--- config.mk ---
export PLATFORM = sky130hd
export DESIGN_NAME = acc_seq_arbiter_flat
export DESIGN_NICKNAME = d
export VERILOG_FILES = /design/src/rtl/acc_seq_arbiter_if.sv /design/src/rtl/acc_seq_arbiter.sv /design/src/flat_wrapper.sv
export SDC_FILE = /design/constraint.sdc
export NUM_CORES = 1
export LEC_CHECK = 0
export BUFFER_PORTS_ARGS = -buffer_cell sky130_fd_sc_hd__buf_2
export CAP_MARGIN = 20
export CORE_ASPECT_RATIO = 0.6
export CORE_MARGIN = 1
export CORE_UTILIZATION = 55
export DETAILED_ROUTE_END_ITERATION = 10
export PLACE_DENSITY = 0.93
export SLEW_MARGIN = 30
export SYNTH_ARGS = -nofsm -noshare
export SYNTH_HDL_FRONTEND = slang
export SYNTH_SLANG_ARGS = --single-unit
--- constraint.sdc ---
create_clock -name clk -period 5.4 [get_ports clk]
set_clock_uncertainty 0.1 [all_clocks]
set_input_delay 0 -clock clk [delete_from_list [all_inputs] [get_ports clk]]
set_output_delay 0 -clock clk [all_outputs]
set_load 0.005 [all_outputs]
--- src/rtl/acc_seq_arbiter_if.sv ---
// Bundle between the accumulator sequencer, its requesters and the
// accumulator register. The zero/carry flags exist only when
// ACC_SEQ_FLAGS_EN is defined.
interface acc_seq_arbiter_if #(
    parameter int NREQ = 4,
    parameter int W    = 8
);
    // Requester side
    logic [NREQ-1:0]   req;
    logic [2*NREQ-1:0] op;
    logic [W*NREQ-1:0] operand;
    logic [NREQ-1:0]   gnt;
    logic              done;
    logic [W-1:0]      result;
    logic              busy;
`ifdef ACC_SEQ_FLAGS_EN
    logic              zero;
    logic              carry;
`endif

    // Accumulator register side
    logic [W-1:0]      acc_d;
    logic              acc_load;
    logic [W-1:0]      acc_q;

    // Arbiter view
    modport slave (
        input  req, op, operand, acc_q,
        output gnt, done, result, busy, acc_d, acc_load
`ifdef ACC_SEQ_FLAGS_EN
        , output zero, carry
`endif
    );

    // Requester / accumulator environment view
    modport master (
        output req, op, operand, acc_q,
        input  gnt, done, result, busy, acc_d, acc_load
`ifdef ACC_SEQ_FLAGS_EN
        , input zero, carry
`endif
    );
endinterface

--- src/rtl/acc_seq_arbiter.sv ---
// Round-robin arbiter and LOAD/ADD/SUB/READ sequencer sharing one
// accumulator register among NREQ requesters. Each grant runs
// IDLE -> EXEC -> COMMIT -> DONE; acc_load is high only in COMMIT.
// Optional flag outputs (zero, carry) are enabled by ACC_SEQ_FLAGS_EN.
module acc_seq_arbiter #(
    parameter int NREQ = 4,
    parameter int W    = 8
) (
    input  logic             clk,
    input  logic             rst_n,
    acc_seq_arbiter_if.slave bus
);
    localparam int PW = $clog2(NREQ);

    localparam logic [1:0] S_IDLE   = 2'd0;
    localparam logic [1:0] S_EXEC   = 2'd1;
    localparam logic [1:0] S_COMMIT = 2'd2;
    localparam logic [1:0] S_DONE   = 2'd3;

    localparam logic [1:0] OP_LOAD = 2'b00;
    localparam logic [1:0] OP_ADD  = 2'b01;
    localparam logic [1:0] OP_SUB  = 2'b10;
    localparam logic [1:0] OP_READ = 2'b11;

    logic [1:0]      state;
    logic [PW-1:0]   ptr;
    logic [PW-1:0]   win_q;
    logic [1:0]      op_q;
    logic [W-1:0]    operand_q;

    logic [NREQ-1:0] gnt_q;
    logic            done_q;
    logic [W-1:0]    result_q;
    logic [W-1:0]    acc_d_q;
    logic            acc_load_q;

    logic [1:0]      op_arr      [NREQ];
    logic [W-1:0]    operand_arr [NREQ];
    logic            any_req;
    logic [PW-1:0]   win_next;
    logic [PW-1:0]   cand;
    logic [W-1:0]    next_val;

`ifdef ACC_SEQ_FLAGS_EN
    logic            zero_q;
    logic            carry_q;
    logic            carry_next;

    assign bus.zero  = zero_q;
    assign bus.carry = carry_q;
`endif

    assign bus.gnt      = gnt_q;
    assign bus.done     = done_q;
    assign bus.result   = result_q;
    assign bus.acc_d    = acc_d_q;
    assign bus.acc_load = acc_load_q;
    assign bus.busy     = (state != S_IDLE);

    // Split the flat per-requester buses into indexable arrays.
    always_comb begin
        for (int i = 0; i < NREQ; i++) begin
            op_arr[i]      = bus.op[2*i +: 2];
            operand_arr[i] = bus.operand[W*i +: W];
        end
    end

    // Round-robin search: first active request starting at ptr+1, wrapping.
    always_comb begin
        // NOTE: every variable gets a default before any branch so no latch is inferred.
        any_req  = 1'b0;
        win_next = ptr;
        cand     = ptr;
        for (int k = 1; k <= NREQ; k++) begin
            cand = PW'((int'(ptr) + k) % NREQ);
            if (!any_req && bus.req[cand]) begin
                any_req  = 1'b1;
                win_next = cand;
            end
        end
    end

    // Next accumulator value from the latched operation and the live acc_q.
    always_comb begin
        next_val = bus.acc_q;
        case (op_q)
            OP_LOAD: next_val = operand_q;
            OP_ADD:  next_val = bus.acc_q + operand_q;
            OP_SUB:  next_val = bus.acc_q - operand_q;
            default: next_val = bus.acc_q;
        endcase
    end

`ifdef ACC_SEQ_FLAGS_EN
    // Carry-out on ADD (sum wrapped below acc_q), borrow on SUB.
    always_comb begin
        carry_next = 1'b0;
        case (op_q)
            OP_ADD:  carry_next = (next_val < bus.acc_q);
            OP_SUB:  carry_next = (operand_q > bus.acc_q);
            default: carry_next = 1'b0;
        endcase
    end
`endif

    // Sequencer FSM: grant, compute, commit to the accumulator, report.
    always_ff @(posedge clk) begin
        // NOTE: state is updated with non-blocking assignments so every register samples pre-edge values.
        if (!rst_n) begin
            state      <= S_IDLE;
            ptr        <= PW'(NREQ - 1);
            win_q      <= '0;
            op_q       <= OP_LOAD;
            operand_q  <= '0;
            gnt_q      <= '0;
            done_q     <= 1'b0;
            result_q   <= '0;
            acc_d_q    <= '0;
            acc_load_q <= 1'b0;
`ifdef ACC_SEQ_FLAGS_EN
            zero_q     <= 1'b0;
            carry_q    <= 1'b0;
`endif
        end else begin
            case (state)
                S_IDLE: begin
                    if (any_req) begin
                        win_q     <= win_next;
                        op_q      <= op_arr[win_next];
                        operand_q <= operand_arr[win_next];
                        gnt_q     <= NREQ'(1) << win_next;
                        state     <= S_EXEC;
                    end
                end
                S_EXEC: begin
                    acc_d_q    <= next_val;
                    result_q   <= next_val;
                    acc_load_q <= (op_q != OP_READ);
`ifdef ACC_SEQ_FLAGS_EN
                    zero_q     <= (next_val == '0);
                    carry_q    <= carry_next;
`endif
                    state      <= S_COMMIT;
                end
                S_COMMIT: begin
                    acc_load_q <= 1'b0;
                    done_q     <= 1'b1;
                    state      <= S_DONE;
                end
                S_DONE: begin
                    gnt_q  <= '0;
                    done_q <= 1'b0;
                    ptr    <= win_q;
                    state  <= S_IDLE;
                end
                default: state <= S_IDLE;
            endcase
        end
    end
endmodule

--- src/flat_wrapper.sv ---
// flat-port wrapper written by rule: the top's interface ports become plain ports
module acc_seq_arbiter_flat 
#(
    parameter int NREQ = 4,
    parameter int W    = 8
)
  (clk, rst_n, bus_req, bus_op, bus_operand, bus_acc_q, bus_gnt, bus_done, bus_result, bus_busy, bus_acc_d, bus_acc_load);
  acc_seq_arbiter_if #(.NREQ(NREQ), .W(W)) bus_i ();
  input  logic clk;
  input  logic rst_n;
  input wire logic [$bits(bus_i.req)-1:0] bus_req;
  input wire logic [$bits(bus_i.op)-1:0] bus_op;
  input wire logic [$bits(bus_i.operand)-1:0] bus_operand;
  input wire logic [$bits(bus_i.acc_q)-1:0] bus_acc_q;
  output wire logic [$bits(bus_i.gnt)-1:0] bus_gnt;
  output wire logic [$bits(bus_i.done)-1:0] bus_done;
  output wire logic [$bits(bus_i.result)-1:0] bus_result;
  output wire logic [$bits(bus_i.busy)-1:0] bus_busy;
  output wire logic [$bits(bus_i.acc_d)-1:0] bus_acc_d;
  output wire logic [$bits(bus_i.acc_load)-1:0] bus_acc_load;
  assign bus_i.req = bus_req;
  assign bus_i.op = bus_op;
  assign bus_i.operand = bus_operand;
  assign bus_i.acc_q = bus_acc_q;
  assign bus_gnt = bus_i.gnt;
  assign bus_done = bus_i.done;
  assign bus_result = bus_i.result;
  assign bus_busy = bus_i.busy;
  assign bus_acc_d = bus_i.acc_d;
  assign bus_acc_load = bus_i.acc_load;
  acc_seq_arbiter #(.NREQ(NREQ), .W(W)) u_core (.clk(clk), .rst_n(rst_n), .bus(bus_i));
endmodule
; After elaboration in Yosys (flattened, before gate mapping)
; Cells that the tools add are included.
[word_totals]
output_inout_bits = 23
rom_bits = 0
in_bits = 54
memories = 0
ram_bits = 0
latch_bits = 0
register_bits = 30
[op_classes]
n_lt_le_gt_ge = 5
muxes = 29
shift = 1
addsub = 6
n_div = 0
eq_ne = 7
multipliers = 0
reduce_logical = 14
bitwise_logic = 1
[op_table]
columns = op, count
row1 = $pmux 8 s3, 1
row2 = $bmux 8 s2, 1
row3 = $mux 8, 2
row4 = $mux 2, 7
row5 = $lt 2x3->1 const B, 4
row6 = $add 8x8->8, 1
row7 = $bmux 1 s2, 4
row8 = $mux 1, 8
row9 = $pmux 2 s4, 1
row10 = $pmux 4 s2, 1
row11 = $reduce_bool 2->1, 4
row12 = $sub 8x8->8, 1
row13 = $eq 2x2->1 const B, 3
row14 = $add 2x1->2 const B, 2
row15 = $add 2x2->2 const B, 2
row16 = $bmux 2 s2, 1
row17 = $eq 2x1->1 const B, 2
row18 = $logic_not 2->1, 2
row19 = $mux 4, 1
row20 = $pmux 1 s2, 2
row21 = $reduce_and 2->1, 2
row22 = $shl 1x2->4 const A, 1
row23 = $ge 3x3->1 const B, 1
row24 = $logic_and 1x1->1, 3
row25 = other kinds (4), 6

; Depth between registers and ports, before layout
; Gate-level depths: netlist of the first run.
[logic_depth]
depth_word = 17
ltp_mapped = 11
mapped_depth_nobuf = 10

; Worst setup path before layout of the first run
; Ideal clock, no wire load.
[synth_timing]
kind = register to register
startpoint = register u_core.op_q[0]
endpoint = register u_core.result_q[5] (netlist: u_core.bus.result[5])
path_stages_with_launch = 11
n_path_buf = 1
period_less_slack_ps = 2579
arrival_ps = 2417
slack_ps = 2821
path_cell_list = dfxtp_1 > inv_1 > ha_1 > clkbuf_1 > mux2i_1 > ha_1 > nor2b_1 > o31a_1 > o21a_1 > or4_1 > nand3_1
[synth_between]
elab_chain_cells = 2
[synth_rtl]
columns = item, line
row1 = "start, declared", acc_seq_arbiter.sv:28  ; logic [1:0] op_q;
row2 = "start signal, assigned", acc_seq_arbiter.sv:129  ; op_q <= op_arr[win_next];
row3 = $eq 2x2->1 (tied with other cells), acc_seq_arbiter.sv:86  ; case (op_q)
row4 = $pmux 8 s3 *, acc_seq_arbiter.sv:86
row5 = "end signal, assigned", acc_seq_arbiter.sv:137  ; result_q <= next_val;
row6 = "end, declared", acc_seq_arbiter.sv:33  ; logic [W-1:0] result_q;
; Every way passes the cells marked *; elsewhere a longest branch is shown, timed or not.
; A chain may end at the register's enable or synchronous reset.

; Worst setup path after layout of the first run
[layout_timing]
startpoint = register u_core.ptr[1]
endpoint = register u_core.operand_q[7]
[layout_between]
elab_chain_cells = 17
[layout_rtl]
columns = item, line
row1 = "start, declared", acc_seq_arbiter.sv:26  ; logic [PW-1:0] ptr;
row2 = "start signal, assigned", acc_seq_arbiter.sv:111  ; ptr <= PW'(NREQ - 1);
row3 = "start signal, assigned", acc_seq_arbiter.sv:153  ; ptr <= win_q;
row4 = $add 2x1->2, acc_seq_arbiter.sv:75  ; cand = PW'((int'(ptr) + k) % NREQ);
row5 = $bmux 1 s2, acc_seq_arbiter.sv:76  ; if (!any_req && bus.req[cand]) begin
row6 = $mux 1 (not written as such), acc_seq_arbiter.sv:76
row7 = $mux 1, acc_seq_arbiter.sv:76
row8 = $logic_not 1->1, acc_seq_arbiter.sv:76
row9 = $logic_and 1x1->1, acc_seq_arbiter.sv:76
row10 = $mux 1, acc_seq_arbiter.sv:76
row11 = $logic_not 1->1, acc_seq_arbiter.sv:76
row12 = $logic_and 1x1->1, acc_seq_arbiter.sv:76
row13 = $mux 1, acc_seq_arbiter.sv:76
row14 = $logic_not 1->1, acc_seq_arbiter.sv:76
row15 = $logic_and 1x1->1, acc_seq_arbiter.sv:76
row16 = $mux 2, acc_seq_arbiter.sv:76
row17 = $not 2->3 (not written as such), acc_seq_arbiter.sv:130  ; operand_q <= operand_arr[win_next];
row18 = $bmux 8 s2, acc_seq_arbiter.sv:130
row19 = $mux 8 (not written as such) (2 in a row), acc_seq_arbiter.sv:130
row20 = "end signal, assigned", acc_seq_arbiter.sv:130
row21 = "end, declared", acc_seq_arbiter.sv:29  ; logic [W-1:0] operand_q;
; Parallel ways exist; a longest one is shown, timed or not. The select of a mux whose other input is x is not followed.

==> flow_metrics.tcl, run 1 <==
set metrics [dict create \
    placed_area_um2 2640 \
    grt_antenna_before_repair 0 \
    maxCapViolCount 0 \
    grt_pass1_wl_mm 12.6 \
    grt_usage_pct 38.2 \
    status "finished, final reports clean" \
    via_per_inst 6.22 \
    pwr_density_cell_nw_per_um2 503 \
    dr.pass1.iters 5 \
    drt.antenna.violating_nets 0 \
    dp_slack_ns 2.72 \
    path_cells "mux2i_1 -> nor2_1 -> nor3_4 -> buf_4 -> mux2i_1 -> dlygate4sd3_1 -> o221ai_2 -> dlygate4sd3_1" \
    crit_required_ns 5.49 \
    cts_tree "built" \
    r2r_start "u_core.ptr[1]" \
    cts_sinks 30 \
    start_util_pct 60.2 \
    r2r-end "u_core.operand_q[7]" \
    slew_violations 0 \
    wl_per_cell_um 19.4 \
    path_buf_inv 3 \
    cts_setup_buffers 0 \
    num-fill-cells 200 \
    numCtsBuffers 5 \
    dpl.hpwl_mm 4.58 \
    dr_total_vias 2619 \
    worstSetupPathType "reg -> reg" \
    synth-edff-count 0 \
    timing.final.ws_setup_ns 2.17 \
    layout_worst_path_cycle_share_pct 59.8 \
    layout_common_cells "buf_2, dlygate4sd3_1, dfxtp_1" \
    hold_violations 0 \
    grt_max_degree 26 \
    final_common_cell "buf_2" \
    cts-root-buf "clkbuf_8" \
    die_area_um2 4480 \
    maxSlewHeadroom_pct 53.6 \
    chipHeight_um 52.3 \
    syn_to_final_growth_pct 31.3 \
    critPathMaxStageDelay_ns 0.62 \
    fp.dieW_um 85.8 \
    ys.flop_type "dfxtp_1" \
    startpoint "u_core.ptr[1]" \
    tns_ns 0 \
    syn_area_per_cell_um2 8.58 \
    place.port_buffers 76 \
    rsz0062_at_grt "false" \
    htree_levels 2 \
    yosysSeqAreaShare_pct 25.9 \
    diodes 0 \
    total_power_w 0.00153 \
    ys_seq_elements 30 \
    cp.depth 8 \
    ctsLongestPathBuffers 2 \
    crit_path_start_kind "register" \
    cp.arrival_ns 3.32 \
    core_um2 3850 \
    drt-total-wl_mm 8.16 \
    ios 77 \
    fin_hold_ws_ns 0.00805 \
    rows 17 \
    synthCells 270 \
    design_area_um2 3040 \
    reg2reg_depth 8 \
    critical_path.top_delay_family "buffers and inverters" \
    cp_max_fo 25 \
    cts-resized-gates 0 \
    route.detailed.drc 0 \
    drt_iter0_drc 291 \
    yosys_warnings 0 \
    place_congestion 0.988 \
    finalSetupViolations 0 \
    cp-end-kind "register" \
    r2r_slack_ns 2.17 \
    fmax_mhz 310 \
    leakagePower_nw 1.41 \
    grt_overflow 0 \
    clkTransAtPathRegs_ns 0.08 \
    syn_nets 342 \
    nets 435 \
    first_global_vias 2461 \
    max-vdd-ir-drop_mv 0.237 \
    layout_min_cycle_time_ns 3.23 \
    netlist_area_um2 2320 \
    async_reset_ff_share_pct 0 \
    post_synth_num_cell_types 48 \
    worstSetupEndpoint "u_core.operand_q[7]" \
    clkLatencyLatePin_ns 0.31 \
    hold_path_class "in -> reg" \
    drive_gt1_share_pct 27.2 \
    critPathSlowestCell "dlygate4sd3_1" \
    max_slew.worst_pin.slew_ns 0.696 \
]
==> worst min-delay path by stage <==
| stage | start | endpoint | slack, ns | cells after the start |
|---|---|---|---|---|
| floorplan | bus_acc_q[4] | u_core.bus.result[4] | 0.10 | 2 |
| finish | bus_acc_q[3] | u_core.bus.result[3] | 0.008 | 3 |
| detailed placement | rst_n | u_core.ptr[0] | 0.17 | 2 |
| CTS | bus_acc_q[3] | u_core.bus.result[3] | 0.01 | 3 |
| global route | bus_acc_q[3] | u_core.bus.result[3] | 0.03 | 3 |
| global placement | rst_n | u_core.ptr[0] | 0.17 | 2 |
==> worst reg2reg max path, delay by kind of cell, from the launching register on <==
kind | cells | cell delay, ns
compound gates | 1 | 0.11
buf+inv | 3 | 1.59
flops | 1 | 0.51
mux | 2 | 0.57
simple gates | 2 | 0.25
==> metrics by stage <==
| stage | utilization (%) | std cells |
|---|---|---|
| after floorplan | - | 270 |
| after global placement | 68.4 | 382 |
| after detailed placement | 68.4 | 382 |
| after CTS | 79.0 | 421 |
| after global routing | 79.0 | 421 |
| final | 79.0 | 421 |
==> logic make-up (layout without fill, tap and decap cells) <==
logic type | count (synthesis) | count (layout) | share of synthesized area [%]
adders and majority gates | 18 | 18 | 10.0
xor gates and xnor gates | 9 | 9 | 3.40
AOI/OAI and AO/OA | 67 | 67 | 23.3
muxes | 28 | 28 | 12.2
and+or+nand+nor | 80 | 80 | 16.5
buffers and inverters | 38 | 132 | 8.64
DFF | 30 | 30 | 25.9
==> power by group <==
group / total [W] / internal [W] / leakage (nW) / switching [W]
Clock: 0.000202 / 0.000102 / 0.0472 / 0.0000992
Sequential: 0.000371 / 0.000290 / 0.246 / 0.0000812
Combinational: 0.000956 / 0.000423 / 1.11 / 0.000532
Total: 0.00153 / 0.000816 / 1.41 / 0.000713
==> timing repair <==
action / in CTS / in global routing
endpoints found under the setup margin: 0 / 0
hold buffers: 31 / 0
endpoints found under the hold margin: 13 / 0
==> metal layers <==
layer / part of all wire (%) / track usage [%] / vias to the layer above / routed length [um]
met5: 0 / 0 / - / 0
met4: 6.2 / 25.8 / 0 / 507
met3: 13 / 11.5 / 62 / 1070
met2: 42 / 62.0 / 241 / 3440
met1: 38 / 44.4 / 1170 / 3140
li1: - / - / 1146 / -
==> state kept, by name, indices dropped and copies added, names as in the netlist <==
signal / flops
u_core.bus.gnt: 4
u_core.win_q: 2
u_core.operand_q: 8
u_core.ptr: 2
u_core.bus.result: 8
u_core.bus.done: 1
u_core.op_q: 2
u_core.state: 2
u_core.bus.acc_load: 1
==> cells in the mapped netlist (all sizes together), types with 2 or more instances <==
cell    number  area share [%]
nor2        21             3.4
inv         16             2.6
a21oi       16             3.5
o21ai       12             2.6
o21a         3            0.97
buf         13             4.5
nand3        5             1.1
nor4         2            0.54
o221ai      10             6.2
clkbuf       9             1.5
dfxtp       30              26
a31oi        3            0.81
a22oi        4             1.3
ha          17             9.2
nor3         7             2.0
nor3b        2            0.86
a221o        2            0.86
nand2b       6             1.6
xnor2        8             3.0
nor2b        2            0.54
o211ai       6             1.9
nand2       30             5.0
mux2i       27              12
a211oi       3            0.97
==> area by class of cell <==
class / count / area (um2) / area share, %
sequential: 30 / 601 / 19.8
tap: 57 / 71.3 / 2.35
inverter: 16 / 60.1 / 1.98
multi-input combinational: 202 / 1520 / 49.8
clock inverter: 2 / 12.5 / 0.412
timing repair buffer: 108 / 698 / 23.0
clock buffer: 6 / 82.6 / 2.72
No activity file was read; power rests on OpenSTA's default activity.
==> inputs of run 2 (changes only) <==
--- a/config.mk
+++ b/config.mk
@@ -5,13 +5,14 @@
 export SDC_FILE = /design/constraint.sdc
 export NUM_CORES = 1
 export LEC_CHECK = 0
+export ABC_AREA = 1
 export BUFFER_PORTS_ARGS = -buffer_cell sky130_fd_sc_hd__buf_2
 export CAP_MARGIN = 20
 export CORE_ASPECT_RATIO = 0.6
 export CORE_MARGIN = 1
-export CORE_UTILIZATION = 55
+export CORE_UTILIZATION = 53
 export DETAILED_ROUTE_END_ITERATION = 10
-export PLACE_DENSITY = 0.93
+export PLACE_DENSITY = 0.89
 export SLEW_MARGIN = 30
 export SYNTH_ARGS = -nofsm -noshare
 export SYNTH_HDL_FRONTEND = slang
==> constraint.sdc (replaced) <==
create_clock -name clk -period 3.3 [get_ports clk]
set_clock_uncertainty 0.1 [all_clocks]
set_input_delay 0 -clock clk [delete_from_list [all_inputs] [get_ports clk]]
set_output_delay 0 -clock clk [all_outputs]
set_load 0.005 [all_outputs]
==> run 2 against run 1 <==
Die area is 16% higher. Maximum frequency is 11% higher. Hold slack worse by 0.0029 ns. First-iteration DRC count is 1.0% lower.
==> flow_metrics.tcl, run 2 <==
set metrics [dict create \
    critPathSlowestCell "dlygate4sd3_1" \
    cts_tree "built" \
    fp.dieW_um 92.6 \
    hold_depth 5 \
    max-vdd-ir-drop_mv 0.524 \
    layout_min_cycle_time_ns 2.91 \
    critPathMaxStageDelay_ns 0.58 \
    hold_path_class "in -> reg" \
    ctsLongestPathBuffers 2 \
    cp.arrival_ns 2.98 \
    dr.pass1.iters 5 \
    worstSetupPathType "reg -> reg" \
    dr_total_vias 3024 \
    final_common_cell "nand2_1" \
    rsz0062_at_grt "false" \
    ys.flop_type "dfxtp_1" \
    yosysTopAreaCell "dfxtp_1" \
    multi_input_area_um2 1630 \
    finalSetupViolations 0 \
    post_synth_num_cell_types 33 \
    place_congestion 1.01 \
    netlist_area_um2 2610 \
    seqPwrFrac_pct 19.5 \
    ys_seq_elements 30 \
    status "finished, final reports clean" \
    async_reset_ff_share_pct 0 \
    reg2reg_depth 14 \
    cts_setup_buffers 0 \
    seq_area_um2 601 \
    drt.antenna.violating_nets 0 \
    switchingPower_w 0.00170 \
    rows 19 \
    path_buf_inv 3 \
    cp_max_fo 24 \
    r2r_start "u_core.ptr[0]" \
    layout_worst_path_cycle_share_pct 88.0 \
    grt_max_degree 25 \
    grt_pass1_wl_mm 12.0 \
    nets 564 \
    synth_top_area_share_pct 23.0 \
    dpl.hpwl_mm 5.44 \
    synth_most_common_cell "nand2_1" \
    startpoint "u_core.ptr[0]" \
    wl_per_cell_um 13.0 \
    drive_gt1_share_pct 21.7 \
    first_global_vias 2597 \
    maxSlewHeadroom_pct 46.6 \
    num-fill-cells 442 \
    route.detailed.drc 0 \
    cts-root-buf "clkbuf_8" \
    start_util_pct 56.0 \
    chipHeight_um 56.4 \
    drt-total-wl_mm 7.22 \
    grt_overflow 0 \
    pwr_density_cell_nw_per_um2 997 \
    path_cells "inv_2 -> nand2_1 -> nand2_2 -> nand2_2 -> nand2_4 -> inv_2 -> nand3_2 -> nand2_2 -> nand2_4 -> nand2_1 -> nand4_1 -> dlygate4sd3_1 -> nand2_1 -> nor2_1" \
    clkPwrFrac_pct 9.1 \
    leakagePower_nw 1.69 \
    htree_levels 2 \
    ios 77 \
    pwr-share-comb_pct 71.4 \
    cp.depth 14 \
    hold_violations 0 \
    maxCapViolCount 0 \
    synthCells 411 \
    fmax_mhz 344 \
    cts-resized-gates 0 \
    grt_antenna_before_repair 0 \
    yosysSeqAreaShare_pct 23.0 \
    synthTopCellsByArea "dfxtp_1, nand2_1, a21oi_1" \
    core_um2 4660 \
    yosys_warnings 0 \
    critical_path.top_delay_family "simple AND/OR/NAND/NOR gates" \
    grt_usage_pct 29.3 \
    tns_ns 0 \
    via_per_inst 5.45 \
    crit_required_ns 3.37 \
    cts_sinks 30 \
    crit_path_start_kind "register" \
    clkTransAtPathRegs_ns 0.07 \
    swShare_pct 53.5 \
    place.port_buffers 76 \
    min-delay-start "bus_op[2]" \
    yosys-top-cells-count "nand2_1, inv_1, a21oi_1, nand3_1, nor2_1" \
    layout_common_cells "nand2_1, buf_2, inv_1" \
    clkLatencyLatePin_ns 0.29 \
    drt_iter0_drc 288 \
    fin_hold_ws_ns 0.00519 \
    cp-end-kind "register" \
    diodes 0 \
    numCtsBuffers 5 \
    max_slew.worst_pin.slew_ns 0.800 \
    die_area_um2 5220 \
    syn_nets 483 \
    syn_to_final_growth_pct 22.1 \
    p_int_w 0.00148 \
    slew_violations 0 \
    syn_area_per_cell_um2 6.35 \
    hold_buffers 20 \
    synth-edff-count 0 \
]
run 2: worst paths after layout:
path / endpoint / slack, ns
setup / recovery: u_core.operand_q[4] / 0.39
hold / removal: u_core.op_q[0] / 0.005
setup reg to reg: u_core.operand_q[4] / 0.39
hold reg to reg: u_core.bus.gnt[3] / 0.37
run 2: cell type report:
type / count / share of cell area (%)
multi-input cells: 302 / 51.2
flip-flops and latches: 30 / 18.8
repair buffers: 97 / 18.5
inverters: 56 / 6.60
well taps: 63 / 2.47
clock buffers: 5 / 2.16
clock inverters: 2 / 0.314
run 2: routing by layer:
metal / up-vias / part of all wire, % / track usage (%)
met3: 7 / 11 / 7.32
met1: 1368 / 47 / 42.8
li1: 1488 / - / -
met5: - / 0 / 0
met4: 0 / 0.60 / 5.80
met2: 161 / 41 / 43.4
run 2: stage by stage:
stage	area [um2]	utilization, %	total power [W]	worst slack, ns	cells
finish	3190	68.4	0.00318	0.395	555
global route	3190	68.4	0.00350	0.188	555
CTS	3190	68.4	0.00312	0.464	555
detailed placement	2910	62.4	0.00276	0.674	528
global placement	2910	62.4	0.00275	0.693	528
floorplan	2610	-	0.00239	0.997	411
run 2: cells by family after synthesis:
family                   Yosys count  synth area share, %
AO/OA/AOI/OAI                     80                 16.6
XOR/XNOR                           5                 1.68
adder cells (fa/ha/maj)           18                 8.92
buffers and inverters             79                 14.5
flip-flops                        30                 23.0
AND/OR/NAND/NOR                  199                 35.3
run 2: worst reg2reg max path: stages (launching register included):
cell           delay [ns]
dfxtp_1              0.56
inv_2                0.16
nand2_1              0.10
nand2_2              0.08
nand2_2              0.11
nand2_4              0.08
inv_2                0.06
nand3_2              0.09
nand2_2              0.30
nand2_4              0.26
nand2_1              0.13
nand4_1              0.08
dlygate4sd3_1        0.58
nand2_1              0.06
nor2_1               0.04
run 2: power groups by stage:
stage / Combinational (W) / Sequential, W / Clock, W
finish: 0.00227 / 0.000620 / 0.000289
global route: 0.00255 / 0.000639 / 0.000312
CTS: 0.00222 / 0.000619 / 0.000288
detailed placement: 0.00214 / 0.000626 / 0
global placement: 0.00214 / 0.000616 / 0
floorplan: 0.00179 / 0.000603 / 0
==> inputs of run 3 (changes only) <==
--- a/config.mk
+++ b/config.mk
@@ -11,6 +11,7 @@
 export CORE_ASPECT_RATIO = 0.6
 export CORE_MARGIN = 1
 export CORE_UTILIZATION = 53
+export CTS_BUF_LIST = sky130_fd_sc_hd__clkbuf_16
 export DETAILED_ROUTE_END_ITERATION = 10
 export PLACE_DENSITY = 0.89
 export SLEW_MARGIN = 30
==> run 3 against run 2 <==
First-iteration DRC count is 16% lower. Sequential cell count stayed put. Final area is 0.12% lower. Clock power is 49% higher. Critical path type unchanged. Cell count is 1.1% lower. Die area stayed put. Non-clock buffer count is 6 lower. Count of clock-buffer cells in the layout stayed put. Largest cell class unchanged. Via count is 0.93% lower.
==> flow_metrics.tcl, run 3 (synthesis gave the netlist of run 2 again) <==
set metrics [dict create \
    drive_gt1_share_pct 22.0 \
    crit_path_start_kind "register" \
    via_per_inst 5.46 \
    max-vdd-ir-drop_mv 0.525 \
    grt_max_degree 25 \
    fin_hold_ws_ns 0.00368 \
    num-fill-cells 434 \
    grt_overflow 0 \
    syn_to_final_growth_pct 22.0 \
    numCtsBuffers 5 \
    cp.arrival_ns 2.99 \
    grt_usage_pct 29.0 \
    htree_levels 2 \
    clkLatencyLatePin_ns 0.28 \
    pwr-share-comb_pct 68.0 \
    cts_tree "built" \
    cts-resized-gates 0 \
    busiest_layer "met1" \
    die_area_um2 5220 \
    fp.dieW_um 92.6 \
    worstSetupPathType "reg -> reg" \
    rsz0062_at_grt "false" \
    place_congestion 1.01 \
    leakagePower_nw 1.69 \
    layout_worst_path_cycle_share_pct 88.7 \
    seqPwrFrac_pct 18.9 \
    nets 558 \
    first_global_vias 2564 \
    route.detailed.drc 0 \
    place.port_buffers 76 \
    grtUsageMet3_pct 7.72 \
    maxCapViolCount 0 \
    layout_common_cells "nand2_1, buf_2, inv_1" \
    total_power_w 0.00329 \
    drt_iter0_drc 241 \
    cp_max_fo 24 \
    rows 19 \
    clkTransAtPathRegs_ns 0.05 \
    clkPwrFrac_pct 13.1 \
    core_um2 4660 \
    drt.antenna.violating_nets 0 \
    fmax_mhz 342 \
    p_int_w 0.00158 \
    status "finished, final reports clean" \
    grt_pass1_wl_mm 11.9 \
    dpl.hpwl_mm 5.44 \
    final_common_cell "nand2_1" \
    hold_violations 0 \
    swShare_pct 52.0 \
    hold_path_class "in -> reg" \
    crit_required_ns 3.36 \
    dr_total_vias 2996 \
    wl_per_cell_um 13.0 \
    ctsLongestPathBuffers 2 \
    finalSetupViolations 0 \
    cts-root-buf "clkbuf_16" \
    maxSlewHeadroom_pct 46.5 \
    grt_antenna_before_repair 0 \
    max_slew.worst_pin.slew_ns 0.802 \
    switchingPower_w 0.00171 \
    met2_usage_pct 42.3 \
    drt-total-wl_mm 7.13 \
    cts_sinks 30 \
    chipHeight_um 56.4 \
    layout_min_cycle_time_ns 2.93 \
    cp-end-kind "register" \
    dr.pass1.iters 6 \
    grtUsageMet1_pct 42.7 \
    start_util_pct 56.0 \
    ios 77 \
    slew_violations 0 \
    tns_ns 0 \
    pwr_density_cell_nw_per_um2 1030 \
    diodes 0 \
]
-- run 3: per-layer routing --
layer  vias to the layer above  share of wire (%)  wire (um)
met5                         -                  0          0
met4                         0               0.69         49
met3                         8                9.1        650
met2                       142                 41       2950
met1                      1362                 49       3490
li1                       1484                  -          -
-- run 3: cell type report --
class,count,area [um2],area share (%)
multi-input cells,302,1630,51.2
flip-flops and latches,30,601,18.9
repair buffers,91,528,16.6
inverters,56,210,6.60
clock buffers,5,125,3.93
well taps,63,78.8,2.48
clock inverters,2,10.0,0.314
-- run 3: power by group through the flow --
stage	Clock [W]	Combinational [W]	Sequential [W]
3_5_place_dp	0	0.00214	0.000626
6_report	0.000430	0.00224	0.000621
2_1_floorplan	0	0.00179	0.000603
4_1_cts	0.000433	0.00218	0.000620
3_3_place_gp	0	0.00214	0.000616
5_1_grt	0.000454	0.00251	0.000641
-- run 3: per-stage QoR --
stage | cells | worst slack [ns] | util, % | cell area, um2
finish | 549 | 0.372 | 68.3 | 3180
global placement | 528 | 0.693 | 62.4 | 2910
CTS | 549 | 0.468 | 68.3 | 3180
floorplan | 411 | 0.997 | - | 2610
global route | 549 | 0.207 | 68.3 | 3180
detailed placement | 528 | 0.674 | 62.4 | 2910
-- run 3: timing repair --
action	4_1_cts	5_1_grt
setup buffers	0	0
endpoints found under the hold margin	15	0
hold buffers	14	0
-- run 3: final timing paths --
check / from / to / slack, ns / cells after the start
setup / recovery: u_core.ptr[0] / u_core.operand_q[4] / 0.37 / 14
hold / removal: bus_operand[10] / u_core.operand_q[2] / 0.004 / 5
setup reg to reg: u_core.ptr[0] / u_core.operand_q[4] / 0.37 / 14
hold reg to reg: u_core.bus.gnt[3] / u_core.bus.gnt[3] / 0.36 / 2
-- run 3: critical path: stages (launching register included) --
cell and delay [ns]:
dfxtp_1 0.55, inv_2 0.16, nand2_1 0.10, nand2_2 0.08, nand2_2 0.11, nand2_4 0.08
inv_2 0.07, nand3_2 0.10, nand2_2 0.30, nand2_4 0.25, nand2_1 0.13, nand4_1 0.08
dlygate4sd3_1 0.59, nand2_1 0.06, nor2_1 0.04
